## src/rtl/pmem_writeback_buffer_pkg.sv

```systemverilog
// Shared types and constants for the L2-to-memory write-back buffer.
package pmem_writeback_buffer_pkg;

  localparam int unsigned S_OFFSET = 5;
  localparam int unsigned S_LINE   = 256;
  localparam int unsigned TAG_W    = 32 - S_OFFSET;

  typedef logic [S_LINE-1:0] line_t;
  typedef logic [TAG_W-1:0]  tag_t;

  // Memory-port FSM encoding
  localparam logic [1:0] S_IDLE      = 2'd0;
  localparam logic [1:0] S_MEM_READ  = 2'd1;
  localparam logic [1:0] S_MEM_WRITE = 2'd2;

endpackage

```

## src/rtl/pmem_writeback_buffer_if.sv

```systemverilog
// Line-granular request/response bus. The master issues read/write, the slave answers with resp.
interface pmem_writeback_buffer_if;
  import pmem_writeback_buffer_pkg::*;

  logic        read;
  logic        write;
  logic [31:0] address;
  line_t       wdata;
  logic        resp;
  line_t       rdata;

  modport master (
    output read, write, address, wdata,
    input  resp, rdata
  );

  modport slave (
    input  read, write, address, wdata,
    output resp, rdata
  );

endinterface

```

## src/rtl/pmem_writeback_buffer_line_match.sv

```systemverilog
// Combinational tag CAM over the buffer entries. Reports any hit, the youngest hit and the
// youngest hit that may be overwritten (i.e. not the head entry while it is being drained).
module pmem_writeback_buffer_line_match
  import pmem_writeback_buffer_pkg::*;
#(
  parameter  int unsigned DEPTH = 4,
  localparam int unsigned IDX_W = $clog2(DEPTH)
) (
  input  tag_t             tags [DEPTH],
  input  logic [DEPTH-1:0] valid,
  input  tag_t             lookup,
  input  logic [IDX_W-1:0] head,
  input  logic             in_flight,
  output logic             hit,
  output logic [IDX_W-1:0] young_idx,
  output logic             coal_hit,
  output logic [IDX_W-1:0] coal_idx
);

  logic [IDX_W-1:0] idx;

  // Walk oldest to youngest so a later match overrides an earlier one.
  always_comb begin
    hit       = 1'b0;
    young_idx = '0;
    coal_hit  = 1'b0;
    coal_idx  = '0;
    idx       = '0;
    for (int unsigned k = 0; k < DEPTH; k++) begin
      idx = head + IDX_W'(k);
      if (valid[idx] && (tags[idx] == lookup)) begin
        hit       = 1'b1;
        young_idx = idx;
        if (!(in_flight && (idx == head))) begin
          coal_hit = 1'b1;
          coal_idx = idx;
        end
      end
    end
  end

endmodule

```

## src/rtl/pmem_writeback_buffer.sv

```systemverilog
// Write-back buffer between the L2 memory port and physical memory. Evictions are acked in one
// cycle and drained in FIFO order; reads are served from the buffer when it holds the line,
// otherwise from memory with priority over draining.
module pmem_writeback_buffer
  import pmem_writeback_buffer_pkg::*;
#(
  parameter int unsigned DEPTH = 4
) (
  input  logic                           clk,
  input  logic                           rst_n,
  pmem_writeback_buffer_if.slave         l2,
  pmem_writeback_buffer_if.master        pmem
);

  localparam int unsigned IDX_W = $clog2(DEPTH);
  localparam int unsigned CNT_W = IDX_W + 1;

  logic [DEPTH-1:0] valid_q;
  tag_t             tag_q  [DEPTH];
  line_t            data_q [DEPTH];
  logic [IDX_W-1:0] head_q, tail_q;
  logic [CNT_W-1:0] count_q, count_d;
  logic [1:0]       state_q;

  logic             rd_miss_q;  // read miss waiting for or using the memory port
  tag_t             rd_tag_q;
  logic             l2_resp_q;
  line_t            l2_rdata_q;
  logic             pmem_read_q, pmem_write_q;
  logic [31:0]      pmem_addr_q;
  line_t            pmem_wdata_q;

  tag_t             req_tag;
  logic             unused_offset;
  logic             l2_idle, wr_req, rd_req;
  logic             start_write, in_flight, pop, rd_done;
  logic             hit, coal_hit;
  logic [IDX_W-1:0] young_idx, coal_idx;
  logic             coalesce, alloc, rd_hit, rd_miss;

  assign req_tag       = l2.address[31:S_OFFSET];
  assign unused_offset = ^l2.address[S_OFFSET-1:0];

  // A request in its ack cycle, or while a miss is outstanding, is not sampled.
  assign l2_idle = !l2_resp_q && !rd_miss_q;
  assign wr_req  = l2_idle && l2.write;
  assign rd_req  = l2_idle && l2.read && !l2.write;

  assign start_write = (state_q == S_IDLE) && !rd_miss_q && (count_q != '0);
  // The head is treated as in flight from the cycle its drain is launched, so a write in that
  // cycle cannot coalesce into data that is being copied to pmem_wdata.
  assign in_flight   = (state_q == S_MEM_WRITE) || start_write;
  assign pop         = (state_q == S_MEM_WRITE) && pmem.resp;
  assign rd_done     = (state_q == S_MEM_READ) && pmem.resp;

  pmem_writeback_buffer_line_match #(
    .DEPTH(DEPTH)
  ) u_line_match (
    .tags      (tag_q),
    .valid     (valid_q),
    .lookup    (req_tag),
    .head      (head_q),
    .in_flight (in_flight),
    .hit       (hit),
    .young_idx (young_idx),
    .coal_hit  (coal_hit),
    .coal_idx  (coal_idx)
  );

  assign coalesce = wr_req && coal_hit;
  // A pop in the same edge frees the slot the tail points at when full.
  assign alloc    = wr_req && !coal_hit && ((count_q != CNT_W'(DEPTH)) || pop);
  assign rd_hit   = rd_req && hit;
  assign rd_miss  = rd_req && !hit;

  // Occupancy after this cycle's allocate/pop.
  always_comb begin
    count_d = count_q;
    if (alloc && !pop) begin
      count_d = count_q + CNT_W'(1);
    end else if (pop && !alloc) begin
      count_d = count_q - CNT_W'(1);
    end
  end

  // Entry payload; only meaningful where valid_q is set, so it needs no reset.
  always_ff @(posedge clk) begin
    if (alloc) begin
      tag_q[tail_q]  <= req_tag;
      data_q[tail_q] <= l2.wdata;
    end
    if (coalesce) begin
      data_q[coal_idx] <= l2.wdata;
    end
  end

  // FIFO bookkeeping; allocate is applied after pop so a full-buffer replace keeps the slot valid.
  always_ff @(posedge clk or negedge rst_n) begin
    if (!rst_n) begin
      valid_q <= '0;
      head_q  <= '0;
      tail_q  <= '0;
      count_q <= '0;
    end else begin
      if (pop) begin
        valid_q[head_q] <= 1'b0;
        head_q          <= head_q + IDX_W'(1);
      end
      if (alloc) begin
        valid_q[tail_q] <= 1'b1;
        tail_q          <= tail_q + IDX_W'(1);
      end
      count_q <= count_d;
    end
  end

  // Memory-port FSM with registered request, address and data held for the whole transaction.
  always_ff @(posedge clk or negedge rst_n) begin
    if (!rst_n) begin
      state_q      <= S_IDLE;
      pmem_read_q  <= 1'b0;
      pmem_write_q <= 1'b0;
      pmem_addr_q  <= '0;
      pmem_wdata_q <= '0;
    end else begin
      unique case (state_q)
        S_IDLE: begin
          if (rd_miss_q) begin
            state_q     <= S_MEM_READ;
            pmem_read_q <= 1'b1;
            pmem_addr_q <= {rd_tag_q, {S_OFFSET{1'b0}}};
          end else if (start_write) begin
            state_q      <= S_MEM_WRITE;
            pmem_write_q <= 1'b1;
            pmem_addr_q  <= {tag_q[head_q], {S_OFFSET{1'b0}}};
            pmem_wdata_q <= data_q[head_q];
          end
        end
        S_MEM_READ: begin
          if (pmem.resp) begin
            state_q     <= S_IDLE;
            pmem_read_q <= 1'b0;
          end
        end
        S_MEM_WRITE: begin
          if (pmem.resp) begin
            state_q      <= S_IDLE;
            pmem_write_q <= 1'b0;
          end
        end
        default: state_q <= S_IDLE;
      endcase
    end
  end

  // Registered L2 response: write acks, buffer hits and completed misses.
  always_ff @(posedge clk or negedge rst_n) begin
    if (!rst_n) begin
      l2_resp_q  <= 1'b0;
      l2_rdata_q <= '0;
      rd_miss_q  <= 1'b0;
      rd_tag_q   <= '0;
    end else begin
      l2_resp_q <= alloc || coalesce || rd_hit || rd_done;
      if (rd_hit) begin
        l2_rdata_q <= data_q[young_idx];
      end else if (rd_done) begin
        l2_rdata_q <= pmem.rdata;
      end
      if (rd_miss) begin
        rd_miss_q <= 1'b1;
        rd_tag_q  <= req_tag;
      end else if (rd_done) begin
        rd_miss_q <= 1'b0;
      end
    end
  end

  assign l2.resp      = l2_resp_q;
  assign l2.rdata     = l2_rdata_q;
  assign pmem.read    = pmem_read_q;
  assign pmem.write   = pmem_write_q;
  assign pmem.address = pmem_addr_q;
  assign pmem.wdata   = pmem_wdata_q;

endmodule

```

## src/flat_wrapper.sv

```systemverilog
// flat-port wrapper written by rule: the top's interface ports become plain ports
module pmem_writeback_buffer_flat import pmem_writeback_buffer_pkg::*;
#(
  parameter int unsigned DEPTH = 4
)
  (clk, rst_n, l2_read, l2_write, l2_address, l2_wdata, l2_resp, l2_rdata, pmem_read, pmem_write, pmem_address, pmem_wdata, pmem_resp, pmem_rdata);
  pmem_writeback_buffer_if l2_i ();
  pmem_writeback_buffer_if pmem_i ();
  input  logic clk;
  input  logic rst_n;
  input wire logic [$bits(l2_i.read)-1:0] l2_read;
  input wire logic [$bits(l2_i.write)-1:0] l2_write;
  input wire logic [$bits(l2_i.address)-1:0] l2_address;
  input wire logic [$bits(l2_i.wdata)-1:0] l2_wdata;
  output wire logic [$bits(l2_i.resp)-1:0] l2_resp;
  output wire logic [$bits(l2_i.rdata)-1:0] l2_rdata;
  output wire logic [$bits(pmem_i.read)-1:0] pmem_read;
  output wire logic [$bits(pmem_i.write)-1:0] pmem_write;
  output wire logic [$bits(pmem_i.address)-1:0] pmem_address;
  output wire logic [$bits(pmem_i.wdata)-1:0] pmem_wdata;
  input wire logic [$bits(pmem_i.resp)-1:0] pmem_resp;
  input wire logic [$bits(pmem_i.rdata)-1:0] pmem_rdata;
  assign l2_i.read = l2_read;
  assign l2_i.write = l2_write;
  assign l2_i.address = l2_address;
  assign l2_i.wdata = l2_wdata;
  assign l2_resp = l2_i.resp;
  assign l2_rdata = l2_i.rdata;
  assign pmem_read = pmem_i.read;
  assign pmem_write = pmem_i.write;
  assign pmem_address = pmem_i.address;
  assign pmem_wdata = pmem_i.wdata;
  assign pmem_i.resp = pmem_resp;
  assign pmem_i.rdata = pmem_rdata;
  pmem_writeback_buffer #(.DEPTH(DEPTH)) u_core (.clk(clk), .rst_n(rst_n), .l2(l2_i), .pmem(pmem_i));
endmodule
```

## config.mk

```make
export PLATFORM = sky130hd
export DESIGN_NAME = pmem_writeback_buffer_flat
export DESIGN_NICKNAME = d
export VERILOG_FILES = /design/src/rtl/pmem_writeback_buffer_pkg.sv /design/src/rtl/pmem_writeback_buffer_if.sv /design/src/rtl/pmem_writeback_buffer_line_match.sv /design/src/rtl/pmem_writeback_buffer.sv /design/src/flat_wrapper.sv
export SDC_FILE = /design/constraint.sdc
export NUM_CORES = 2
export LEC_CHECK = 0
export BUFFER_PORTS_ARGS = -buffer_cell sky130_fd_sc_hd__buf_2
export CAP_MARGIN = 20
export CORE_MARGIN = 4
export CORE_UTILIZATION = 40
export CTS_CLUSTER_DIAMETER = 40
export CTS_CLUSTER_SIZE = 20
export DETAILED_ROUTE_END_ITERATION = 16
export SYNTH_ARGS = -nofsm -noshare
export SYNTH_HDL_FRONTEND = slang
export SYNTH_SLANG_ARGS = --single-unit
```

## constraint.sdc

```tcl
create_clock -name clk -period 62.4 [get_ports clk]
set_input_delay 3.12 -clock clk [delete_from_list [all_inputs] [get_ports clk]]
set_output_delay 3.12 -clock clk [all_outputs]
set_load 0.01 [all_outputs]
```

==> summary.txt <==
Status
  – Run status: finished, final reports clean

Critical path
  – Critical path required time: approximately 63 ns
  – Setup crit start kind: flop
  – Max FO, Critical Path: 149
  – Critical path data arrival time: around 11 ns
  – Endpoint type of the worst setup path: flop
  – Critical path type: reg2reg

Clock network
  – CTS tree: yes
  – Root buffer selected by CTS: sky130_fd_sc_hd__clkbuf_16
  – CTS hold repair buffers: 0
  – CTS Buf Count: just under 300
  – Clock latency on the worst-skew pair: around 0.94 ns
  – Post-CTS setup-driven buffer insertion count: 0
  – Buffers from clock root to sink, at most: 4
  – Clock edge transition at the registers on the reported setup and hold paths: 0.06 ns
  – Number of gates given a new drive strength after cts: 0
  – Number of sinks on the clock net: ~1700
  – H-tree depth: 5

Global routing
  – Initial antenna violation count: 144
  – Largest net degree at the start of global routing: 150
  – GRT overflow: 0
  – Global router's overall resource usage: 24.0%
  – Via count of the first global-routing pass: 51200
  – First-pass GRT wire length: 370000 um

Floorplan
  – Initial cell density of the core: between 40 and 50%
  – Placeable core area: 199000 um2
  – Full die area: 208000 um2
  – Chip Height: 456 um
  – DIE WIDTH: between 400 and 500 um
  – Number of top-level design ports: 1096
  – Standard-cell rows: 164

Synth
  – Cell type with the highest aggregate area in the netlist: sky130_fd_sc_hd__edfxtp_1
  – Post-synthesis area per instance: 16.3 um2
  – Fraction of registers with async set/reset: approximately 34%
  – Sequential fraction of the synthesis area: 60.6%
  – Flop and latch count out of synthesis: 1715
  – Post-synth EDFFs: 1132
  – Cell types with the largest area share after synthesis: sky130_fd_sc_hd__edfxtp_1, sky130_fd_sc_hd__dfrtp_1, sky130_fd_sc_hd__mux4_2, sky130_fd_sc_hd__mux2_2, sky130_fd_sc_hd__a221oi_2
  – Area share of the leading cell type in the synthesized netlist: 42.4%
  – Post-synthesis cell type count: 85
  – Cell count after synthesis: 4910
  – Yosys synthesis warning count: 0
  – Commonest register cell after synthesis: sky130_fd_sc_hd__edfxtp_1
  – Post-synthesis cell area: 80100 um2

Routing
  – TritonRoute pass-1 iters: 5
  – Highest metal layer with signal wires: met5
  – Wire length on met3: 18700 um
  – Number of DRC markers in iteration 0: 3707
  – Met2 layer wire length in the routed design: 126000 um
  – Vias: about 50000
  – Number of design rule violations left after detail routing: 0
  – Via/cell ratio: 5.61
  – Total wire length: roughly 260000 um
  – Routed length on met1: about 99000 um
  – Routed wire length per instance: approximately 29 um
  – Count of nets left with antenna violations after detail routing: 0

Timing
  – Unrepaired setup endpoints after global routing: false
  – Highest clock rate: 101 MHz
  – Fraction of the cycle the final worst path needs: between 15 and 20%
  – Final number of max-transition violations: 0
  – Fin crit period: 9.86 ns
  – Fin Clk Skew: 0.0983 ns
  – Normalized max-slew margin: around 15%
  – Transition time at the pin with the least slew margin: roughly 1.3 ns
  – Hold violation total from the final report: 0
  – Final number of setup-violating endpoints: 0
  – Hold_ws: 0.471 ns
  – Setup TNS: 0 ns

Final layout
  – Most common library cell in the layout ignoring fill and taps: sky130_fd_sc_hd__edfxtp_1
  – Number of fill cells in the layout: 17100
  – Fraction of layout cells with a size suffix above 1: between 40% and 50%
  – Most frequent cells in the layout: sky130_fd_sc_hd__edfxtp_1, sky130_fd_sc_hd__buf_2, sky130_fd_sc_hd__dfrtp_1
  – Area taken by multi-input logic gates: 29400 um2
  – Area taken by flip-flops and latches: 48600 um2
  – Syn-to-layout area delta: 22.1%
  – NumNets Final: roughly 6600

Place
  – Port Buf Inserts: 1085
  – Post-detail-place hpwl: 166000 um
  – Weighted congestion reported at the end of routability-driven placement: 0.893

Job
  – Max cap viols: 0

Power and ir drop
  – Leakage component of the power: 37.4 nW
  – Worst supply voltage drop on vdd: 0.0356 mV
  – Power per cell area: around 52 nW/um2

Min path
  – Class of the tightest hold or removal check: reg2reg
==> final cells by class <==
cell class,instances,area share [%]
Antenna cell,65,0.166
Clock inverter,194,2.40
Inverter,21,0.0806
Timing Repair Buffer,1161,6.33
Clock buffer,333,7.94
Tap cell,2656,3.40
Sequential cell,1715,49.7
Multi-Input combinational cell,2814,30.0
==> report_power, final <==
part | leakage (nW) | switching [mW] | internal (mW)
combinational | 15.6 | 0.973 | 0.776
sequential | 16.9 | 0.155 | 1.52
clock | 4.87 | 0.599 | 1.04
==> critical path: stages (launching register included) <==
cell and delay, ns:
sky130_fd_sc_hd__dfrtp_4 0.81, sky130_fd_sc_hd__buf_4 0.73, sky130_fd_sc_hd__buf_4 0.80, sky130_fd_sc_hd__buf_4 0.80, sky130_fd_sc_hd__mux4_2 0.62, sky130_fd_sc_hd__xor2_1 0.16
sky130_fd_sc_hd__nor4_1 0.52, sky130_fd_sc_hd__nand2_1 0.27, sky130_fd_sc_hd__nor4_2 0.37, sky130_fd_sc_hd__nand4_2 0.29, sky130_fd_sc_hd__a211o_1 0.38, sky130_fd_sc_hd__o21ai_4 0.36
sky130_fd_sc_hd__buf_12 0.61, sky130_fd_sc_hd__buf_12 0.78, sky130_fd_sc_hd__buf_4 0.89, sky130_fd_sc_hd__mux2_2 0.42, sky130_fd_sc_hd__a221oi_1 0.34, sky130_fd_sc_hd__a21oi_1 0.12
==> cell families (layout without fill, tap and decap cells) <==
kind of cell	count (synthesis)	count (layout)	synth area share [%]
DFF	1715	1715	60.6
muxes	1234	1234	22.5
and+or+nand+nor	743	743	4.67
AOI/OAI and AO/OA	730	730	8.17
buffers and inverters	385	1709	2.81
xor gates and xnor gates	89	89	0.973
adders and majority gates	13	13	0.212
other	1	70	0.00468
==> stage by stage <==
stage | setup slack (ns) | instances | util [%] | area, um2 | total power [mW]
2_1_floorplan | 37.38 | 4914 | - | 80100 | 2.87
3_3_place_gp | 52.38 | 8366 | 43.9 | 87500 | 3.43
3_5_place_dp | 52.36 | 8366 | 43.9 | 87500 | 3.45
4_1_cts | 52.48 | 8893 | 49.0 | 97700 | 5.11
5_1_grt | 52.12 | 8934 | 49.0 | 97800 | 5.29
6_report | 52.54 | 8959 | 49.1 | 97900 | 5.06
==> flip-flops by register name, summed over array words and instances (netlist names) <==
register             cells
u_core.state_q           2
u_core.l2.rdata        256
u_core.pmem.read         1
u_core.valid_q           4
u_core.head_q            2
u_core.pmem.address     27
u_core.rd_miss_q         1
u_core.pmem.write        1
u_core.count_q           3
u_core.pmem.wdata      256
u_core.tag_q           108
u_core.data_q         1024
u_core.tail_q            2
u_core.rd_tag_q         27
u_core.l2.resp           1
==> worst paths after layout <==
path / from / endpoint / slack [ns] / depth (start not counted)
min in group asynchronous: rst_n / u_core.pmem.address[23]$_DFFE_PN0P_ / 2.18 / 1
hold / removal: u_core.pmem.address[5]$_DFFE_PN0P_ / u_core.pmem.address[5]$_DFFE_PN0P_ / 0.47 / 2
setup / recovery: u_core.head_q[0]$_DFFE_PN0P_ / u_core.l2.rdata[11]$_DFFE_PN0P_ / 52.54 / 17
max in group asynchronous: rst_n / u_core.l2.rdata[47]$_DFFE_PN0P_ / 57.47 / 4
setup reg to reg: u_core.head_q[0]$_DFFE_PN0P_ / u_core.l2.rdata[11]$_DFFE_PN0P_ / 52.54 / 17
hold reg to reg: u_core.pmem.address[5]$_DFFE_PN0P_ / u_core.pmem.address[5]$_DFFE_PN0P_ / 0.47 / 2
==> cells in the mapped netlist, types with 70 or more instances <==
cell type,number
sky130_fd_sc_hd__mux2_1,105
sky130_fd_sc_hd__a221oi_2,239
sky130_fd_sc_hd__mux4_2,303
sky130_fd_sc_hd__mux2_4,234
sky130_fd_sc_hd__and2_1,264
sky130_fd_sc_hd__clkbuf_1,177
sky130_fd_sc_hd__nor2_1,291
sky130_fd_sc_hd__nand2_1,86
sky130_fd_sc_hd__a21oi_1,270
sky130_fd_sc_hd__buf_6,70
sky130_fd_sc_hd__mux2_2,457
sky130_fd_sc_hd__edfxtp_1,1132
sky130_fd_sc_hd__mux2i_1,133
sky130_fd_sc_hd__dfrtp_1,583
==> routing by layer <==
metal,global-route usage (%),vias up
li1,-,21600
met1,29.2,26100
met2,39.8,1883
met3,6.84,582
met4,10.9,50
met5,0,-
Power figures use the tool's default switching activity.
